$ cat src/rtl/shift_clk_pkg.sv
// Shared types and default sizing for the backscatter shift-clock scheduler.
package shift_clk_pkg;

    localparam int unsigned CNT_W_DEFAULT = 12;
    localparam int unsigned LEN_W_DEFAULT = 16;

    // Reset half-period: 25 input cycles per output phase.
    localparam logic [CNT_W_DEFAULT-1:0] DEFAULT_HALF_RST = 12'h018;

    typedef enum logic {
        IDLE = 1'b0,
        RUN  = 1'b1
    } state_e;

endpackage

$ cat src/rtl/shift_clock_scheduler_half_period_counter.sv
// Half-period counter: counts up to the programmed half value, flags terminal count, wraps to zero.
module half_period_counter #(
    parameter int unsigned CNT_W = shift_clk_pkg::CNT_W_DEFAULT
) (
    input  logic             clock_in,
    input  logic             reset,
    input  logic             en,
    input  logic             clear,
    input  logic [CNT_W-1:0] half,
    output logic             tc_c
);

    logic [CNT_W-1:0] count;

    assign tc_c = en && (count == half);

    always_ff @(posedge clock_in) begin
        if (reset || clear) begin
            count <= '0;
        end else if (en) begin
            count <= tc_c ? '0 : count + CNT_W'(1);
        end
    end

endmodule

$ cat src/rtl/shift_clock_scheduler.sv
// Start/stop controlled, runtime-retunable shift-clock divider for per-burst backscatter gating.
module shift_clock_scheduler
    import shift_clk_pkg::*;
#(
    parameter int unsigned      CNT_W        = CNT_W_DEFAULT,
    parameter int unsigned      LEN_W        = LEN_W_DEFAULT,
    parameter logic [CNT_W-1:0] DEFAULT_HALF = CNT_W'(DEFAULT_HALF_RST)
) (
    input  logic             clock_in,
    input  logic             reset,
    input  logic             start,
    input  logic             stop,
    input  logic [CNT_W-1:0] div_half,
    input  logic [LEN_W-1:0] burst_len,
    input  logic             cfg_load,
    input  logic [CNT_W-1:0] cfg_half,
    output logic             clock_out,
    output logic             rise_tick,
    output logic             busy,
    output logic             done,
    output logic             aborted
);

    state_e           state;
    logic [CNT_W-1:0] half_q;
    logic [CNT_W-1:0] pend_half;
    logic             pend_valid;
    logic             stop_pend;
    logic [LEN_W-1:0] remaining;

    logic run_c;
    logic tc_c;
    logic rise_c;
    logic fall_c;
    logic stop_req_c;
    logic abort_low_c;
    logic finish_c;
    logic clear_c;

    // Phase-edge decode; a fall always closes a full period.
    assign run_c       = (state == RUN);
    assign rise_c      = tc_c && !clock_out;
    assign fall_c      = tc_c && clock_out;
    assign stop_req_c  = stop_pend || stop;
    assign abort_low_c = run_c && stop && !clock_out;
    assign finish_c    = fall_c && (stop_req_c || (remaining == LEN_W'(1)));
    assign clear_c     = !run_c || abort_low_c || finish_c;

    half_period_counter #(
        .CNT_W (CNT_W)
    ) u_half_cnt (
        .clock_in (clock_in),
        .reset    (reset),
        .en       (run_c),
        .clear    (clear_c),
        .half     (half_q),
        .tc_c     (tc_c)
    );

    always_ff @(posedge clock_in) begin
        if (reset) begin
            state      <= IDLE;
            clock_out  <= 1'b0;
            rise_tick  <= 1'b0;
            busy       <= 1'b0;
            done       <= 1'b0;
            aborted    <= 1'b0;
            half_q     <= DEFAULT_HALF;
            pend_half  <= '0;
            pend_valid <= 1'b0;
            stop_pend  <= 1'b0;
            remaining  <= '0;
        end else begin
            rise_tick <= 1'b0;
            done      <= 1'b0;
            aborted   <= 1'b0;
            case (state)
                IDLE: begin
                    if (start) begin
                        if (burst_len != '0) begin
                            half_q    <= div_half;
                            remaining <= burst_len;
                            state     <= RUN;
                            busy      <= 1'b1;
                        end else begin
                            done <= 1'b1;
                        end
                    end
                end
                RUN: begin
                    if (cfg_load) begin
                        pend_half  <= cfg_half;
                        pend_valid <= 1'b1;
                    end
                    // Exit paths override any retune captured in the same cycle.
                    if (abort_low_c || finish_c) begin
                        state      <= IDLE;
                        busy       <= 1'b0;
                        clock_out  <= 1'b0;
                        done       <= 1'b1;
                        aborted    <= abort_low_c || stop_req_c;
                        pend_valid <= 1'b0;
                        stop_pend  <= 1'b0;
                    end else if (rise_c) begin
                        clock_out <= 1'b1;
                        rise_tick <= 1'b1;
                    end else if (fall_c) begin
                        clock_out  <= 1'b0;
                        remaining  <= remaining - LEN_W'(1);
                        if (pend_valid) begin
                            half_q <= pend_half;
                        end
                        pend_valid <= cfg_load;
                    end else if (stop && clock_out) begin
                        stop_pend <= 1'b1;
                    end
                end
                default: state <= IDLE;
            endcase
        end
    end

endmodule
$ cat config.mk
export PLATFORM = sky130hd
export DESIGN_NAME = shift_clock_scheduler
export DESIGN_NICKNAME = d
export VERILOG_FILES = /design/src/rtl/shift_clk_pkg.sv /design/src/rtl/shift_clock_scheduler_half_period_counter.sv /design/src/rtl/shift_clock_scheduler.sv
export SDC_FILE = /design/constraint.sdc
export NUM_CORES = 1
export LEC_CHECK = 0
export ABC_AREA = 1
export BUFFER_PORTS_ARGS = -buffer_cell sky130_fd_sc_hd__buf_2
export CORE_UTILIZATION = 45
export CTS_CLUSTER_DIAMETER = 80
export CTS_CLUSTER_SIZE = 14
export DETAILED_ROUTE_END_ITERATION = 10
export GPL_TIMING_DRIVEN = 1
export PLACE_DENSITY = 0.72
export SKIP_LAST_GASP = 1
export SYNTH_ARGS = -nofsm -noshare
export SYNTH_HDL_FRONTEND = slang
export SYNTH_SLANG_ARGS = --single-unit
$ cat constraint.sdc
create_clock -name clock_in -period 1.7 [get_ports clock_in]
set_input_delay 0 -clock clock_in [delete_from_list [all_inputs] [get_ports clock_in]]
set_output_delay 0 -clock clock_in [all_outputs]
set_load 0.1 [all_outputs]
== After elaboration in Yosys (flattened, before gate mapping) ==
Index checks and enable logic that the tools add are counted.

* Output and inout bits: 5
* Register bits: 60
* Bits of input ports: 45
* Logic and storage cells: 92

* Add/sub/neg operators: 2
* Eq/ne operators: 11
* Reductions and logical operators: 27
* Multiplexer cells: 38
* Bitwise logic cells: 2

{| class="wikitable"
|+ Operator list
! operator !! number
|-
| two-way mux 12 bit || 7
|-
| two-way mux 16 bit || 5
|-
| one-hot mux 16 bit (2 select lines) || 1
|-
| one-hot mux 12 bit (2 select lines) || 1
|-
| two-way mux 1 bit || 21
|-
| == test 16 x 1 -> 1 bit, second input constant || 1
|-
| nonzero test 16 bit || 1
|-
| subtractor 16 x 1 -> 16 bit, second input constant || 1
|-
| adder 12 x 1 -> 12 bit, second input constant || 1
|-
| == test 12 bit || 1
|-
| != test 2 x 1 -> 1 bit, second input constant || 5
|-
| != test 2 bit, second input constant || 4
|-
| logical AND 1 bit || 7
|-
| logical OR 1 bit || 7
|-
| one-hot mux 1 bit (2 select lines) || 3
|-
| AND reduction 6 bit || 1
|-
| OR reduction 3 bit || 2
|-
| AND reduction 5 bit || 1
|-
| AND reduction 2 bit || 2
|-
| AND reduction 4 bit || 1
|-
| AND reduction 3 bit || 1
|-
| nonzero test 3 bit || 1
|-
| logical NOT 1 bit || 2
|-
| inverter 1 bit || 2
|-
| nonzero test 2 bit || 1
|}

== Longest topological paths before layout ==
* Word-level depth: 7
* Mapped depth: 15
* Gate-level depth less buffers: 13

== Hierarchy ==
From an unflattened synthesis, not the netlist that was laid out.

* Cell total of the unflattened synthesis: 586
* Area, all modules: 3639.7 um2

{| class="wikitable"
|+ By module, submodules not included
! module !! area each (um2) !! sequential area each (um2) !! cells an instance !! instances
|-
| shift_clock_scheduler || 2727.6 || 960.9 || 440 || 1
|-
| half_period_counter || 912.1 || 240.2 || 146 || 1
|}

== Worst setup path after synthesis ==
No wires, ideal clock.

* Kind: register -> register
* From: register clock_out
* To: register remaining[11]
* Arrival: 1.921 ns
* Stages on the path, launching flop included: 9
* Path buffers: 1
* Setup time: 0.113 ns
* Clock period less this slack: 2.034 ns
* Slack: -0.334 ns
* Required time: 1.587 ns
* Cell sequence: dfxtp_1 -> inv_1 -> nand3_1 -> nand2_1 -> inv_2 -> nand2_4 -> buf_6 -> nor2_1 -> nor2_1

* Longest elaborated chain between the ends: 5
* Elaborated cells on any way between the ends: 10
* Classes of those cells: eq/ne: 3; reduce/logical: 7

{| class="wikitable"
|+ Ends and longest elaborated chain
! what !! line !! RTL
|-
| from (decl) || shift_clock_scheduler.sv:17 || <nowiki>output logic clock_out,</nowiki>
|-
| from (signal assigned) || shift_clock_scheduler.sv:63 || <nowiki>clock_out <= 1'b0;</nowiki>
|-
| from (signal assigned) || shift_clock_scheduler.sv:99 || <nowiki>clock_out <= 1'b0;</nowiki>
|-
| from (signal assigned) || shift_clock_scheduler.sv:105 || <nowiki>clock_out <= 1'b1;</nowiki>
|-
| logical NOT 1 bit / logical AND 1 bit (equally long branches) || shift_clock_scheduler.sv:42, shift_clock_scheduler.sv:45, shift_clock_scheduler.sv:43 ||
|-
| logical AND 1 bit (on tied branches) || shift_clock_scheduler.sv:45, shift_clock_scheduler.sv:46 ||
|-
| logical OR 1 bit || shift_clock_scheduler.sv:96 || <nowiki>if (abort_low_c || finish_c) begin</nowiki>
|-
| != test 2 bit (no line) || n/a ||
|-
| AND reduction 5 bit (no line) * || n/a ||
|-
| to (signal assigned) || shift_clock_scheduler.sv:82 || <nowiki>remaining <= burst_len;</nowiki>
|-
| to (signal assigned) || shift_clock_scheduler.sv:109 || <nowiki>remaining <= remaining - LEN_W'(1);</nowiki>
|-
| to (decl) || shift_clock_scheduler.sv:29 || <nowiki>logic [LEN_W-1:0] remaining;</nowiki>
|}

Mark *: on every way between the ends. The rest lies on a longest branch, timed or not.
A chain may end at the register's enable or synchronous reset.

== Final worst setup path ==
* From: register half_q[5]
* To: register half_q[1]

* Longest elaborated chain between the ends: 7
* Elaborated cells on any way between the ends: 10
* Classes of those cells: eq/ne: 4; reduce/logical: 6

{| class="wikitable"
|+ Ends and longest elaborated chain
! what !! line !! RTL
|-
| from (decl) || shift_clock_scheduler.sv:25 || <nowiki>logic [CNT_W-1:0] half_q;</nowiki>
|-
| from (signal assigned) || shift_clock_scheduler.sv:81 || <nowiki>half_q <= div_half;</nowiki>
|-
| from (signal assigned) || shift_clock_scheduler.sv:111 || <nowiki>half_q <= pend_half;</nowiki>
|-
| == test 12 bit * || shift_clock_scheduler_half_period_counter.sv:15 || <nowiki>assign tc_c = en && (count == half);</nowiki>
|-
| logical AND 1 bit * || shift_clock_scheduler_half_period_counter.sv:15 ||
|-
| logical AND 1 bit || shift_clock_scheduler.sv:43 || <nowiki>assign fall_c = tc_c && clock_out;</nowiki>
|-
| logical AND 1 bit || shift_clock_scheduler.sv:46 || <nowiki>assign finish_c = fall_c && (stop_req_c || (remaining == LEN_W'(1)));</nowiki>
|-
| logical OR 1 bit || shift_clock_scheduler.sv:96 ||
|-
| != test 2 bit (no line) || n/a ||
|-
| AND reduction 6 bit (no line) * || n/a ||
|}

Marked as above.

==> reports/metrics.cfg <==
[setup_path]
arrival_ns = 1.96
cpMaxStageDelayCell = dfxtp_2
crit_buf_inv = 3
startpoint_type = register
critPathMaxFanout = 6
crit_chain = inv_1, nand2_1, o21ai_0, nor2_1, nand2_1, nor2_2, nand3_1, nand2_1, inv_1, nand2_8, clkbuf_16, nand2_1, nand2_1, nor2_1
critPathMaxStageDelay_ns = 0.35
end_kind = register
worstSetupPathType = reg2reg
cpMostUsedCell = nand2_1
path_delay_family = simple AND/OR/NAND/NOR gates
required_ns = 1.94

[placed_design]
placedCellCount = 741
place_congestion = 0.877
dp_hpwl_um = 6290
port_buffers = 49

[finish]
antenna_cells = 0
synthToLayoutAreaGrowth_pct = 35.7
finish.utilization_pct = 64.6
drive_gt1_share_pct = 25.7
fin_nets = 736
instances_no_fill = 792

[die]
start_util_pct = 47.6
fp.dieArea_um2 = 8190
num_rows = 31
ios = 50
core_region_area_um2 = 7410
die_w_um = 90.5
die_h_um = 90.5

[clock_network]
clk_path_buf_depth = 2
cts_tree = done
clk_pin_slew_ns = 0.07
cts_root_buf = clkbuf_8
cts-buffers-inserted = 9
htreeDepth = 3
clock_latency_ns = 0.35
clock-sinks = 60

[synthesis]
synthCells = 583
syn_nets = 631
synth_cell_types = 29
yosysTopAreaCell = dfxtp_1
syn_area_um2 = 3520
ys_seq_area_share_pct = 34.1
syn_area_per_cell_um2 = 6.05
yosys_warnings = 0
ys_seq_elements = 60
yosys_most_used_dff = dfxtp_1
synth-async-reset-ratio_pct = 0
synth_edf_count = 0
synthTopCellsByArea = dfxtp_1, nand2_1, nor2_1
yosysTopAreaCellShare_pct = 34.1

[drt]
via_per_inst = 4.91
drc = 0
first_pass_iters = 4
routed_wl_um = 9290
drt-wirelength-per-cell_um = 11.7
vias = 3888
ant_nets = 0
drt_iter0_drc = 185

[flow_run]
maxCapViolations = 0

[sta]
setup_viol = 7
finalHoldViolations = 0
skew_ns = 0.00756
timing.slew.headroom_pct = 68.0
layout_min_cycle_time_ns = 1.72
tns_ns = -0.0714
max_freq_ghz = 0.582
rsz0062_at_grt = true
slew_violations = 0
tightest_slew_ns = 0.483
fin_crit_sh_pct = 101
setup_ws_ns = -0.0176

[power_and_ir_drop]
irDropWorstVdd_mv = 0.573
powerDensity_nw_per_um2 = 795
p_leak_uw = 0.00229

[global_routing]
grt_max_degree = 42
grt_pass1_vias = 3486
grt_overflow = 0
grt_usage_pct = 22.6
antenna_found_initial = 0
grt_pass1_wl_um = 15100

[outcome]
status = complete, but fails checks
violations = setup timing

[hold_path]
hold_path_class = in2reg

==> kinds of logic (layout without fill, tap and decap cells) <==
kind of cell / count (synthesis) / after routing / share of synthesized area [%]
multiplexers: 1 / 1 / 0.284
AO/OA/AOI/OAI: 60 / 60 / 8.73
flip-flops: 60 / 60 / 34.1
buffers and inverters: 83 / 193 / 10.2
XOR/XNOR: 11 / 11 / 2.73
adder cells (fa/ha/maj): 3 / 3 / 1.07
AND/OR/NAND/NOR: 365 / 365 / 43.0
==> worst min-delay path, cell delays in order <==
cell and delay, ns:
buf_2 0.09, nand2_1 0.04, nand2_1 0.05, nand3_1 0.07, nand3_1 0.08
==> layout by cell type (no fill, tap or decap), types with 2 or more instances in the layout <==
master         instances
buf_12                 5
nor2_4                 3
dfxtp_4                4
buf_4                 33
nand3b_1               2
clkinvlp_4             5
inv_1                 45
dfxtp_2               15
inv_4                  3
nor3_1                11
clkbuf_16              2
clkbuf_8               9
nand2_8                3
dlygate4sd3_1         27
o21ai_0               32
nand2_2               17
xor2_1                10
nand3_1               42
ha_1                   2
a21oi_1               24
nand2_1              160
nand4_1                8
dfxtp_1               41
nor2_2                12
inv_2                 10
nor2_1               104
buf_2                 49
==> synth_stat cells (5+ instances only) <==
cell / instances
a21oi_1: 24
buf_4: 5
clkbuf_1: 11
dfxtp_1: 60
inv_1: 49
inv_2: 10
nand2_1: 177
nand3_1: 42
nand4_1: 8
nor2_1: 117
nor3_1: 11
o21ai_0: 33
xor2_1: 10
==> per-layer routing <==
| metal | global-route usage [%] | up-vias | share of wire (%) |
|---|---|---|---|
| li1 | - | 2034 | - |
| met5 | 0 | - | 0 |
| met1 | 30.4 | 1730 | 47 |
| met4 | 10.3 | 0 | 2.2 |
| met3 | 4.12 | 19 | 5.1 |
| met2 | 35.0 | 105 | 46 |
==> report_power, final <==
part	internal [µW]	switching, µW
Sequential	1500	81.0
Combinational	457	601
Clock	531	632
Total	2490	1310
==> sequential cells by signal, summed over array words and instances, names as in the netlist, 12 cells and up <==
register          count
pend_half            12
half_q               12
remaining            16
u_half_cnt.count     12
==> worst paths after layout <==
| check | startpoint | endpoint | slack (ns) | cells after the start |
|---|---|---|---|---|
| worst min register to register | busy | busy | 0.45 | 2 |
| worst max-delay path | half_q[5] | half_q[1] | -0.02 | 14 |
| worst min-delay path | div_half[4] | half_q[4] | 0.01 | 5 |
| worst max register to register | half_q[5] | half_q[1] | -0.02 | 14 |
==> cell type report <==
type,count,area [µm²]
tap,99,124
clock inverter,7,52.6
inverter,60,236
multi-input combinational,440,2090
fill,642,2620
clock buffer,9,124
timing repair buffer,117,925
sequential,60,1230
==> through the flow <==
stage	instance area, µm²	total power (µW)	hold slack (ns)	setup slack (ns)
final	4780	3800	0.0135	-0.0176
after CTS	4510	3710	0.00254	0.00429
after global placement	4060	2480	0.178	0.0141
after global routing	4780	4020	0.0411	-0.142
after detailed placement	4060	2500	0.177	-0.000608
after floorplan	3530	2230	0.0617	0.0649
==> repair_timing <==
item,in CTS,in global routing
buffers inserted,0,5
gates resized for setup,1,67
endpoints found under the setup margin,2,60
pin swaps,0,13
endpoints found under the hold margin,29,0
cloned,0,3
hold buffers,27,0
No activity file was read; power rests on OpenSTA's default activity.
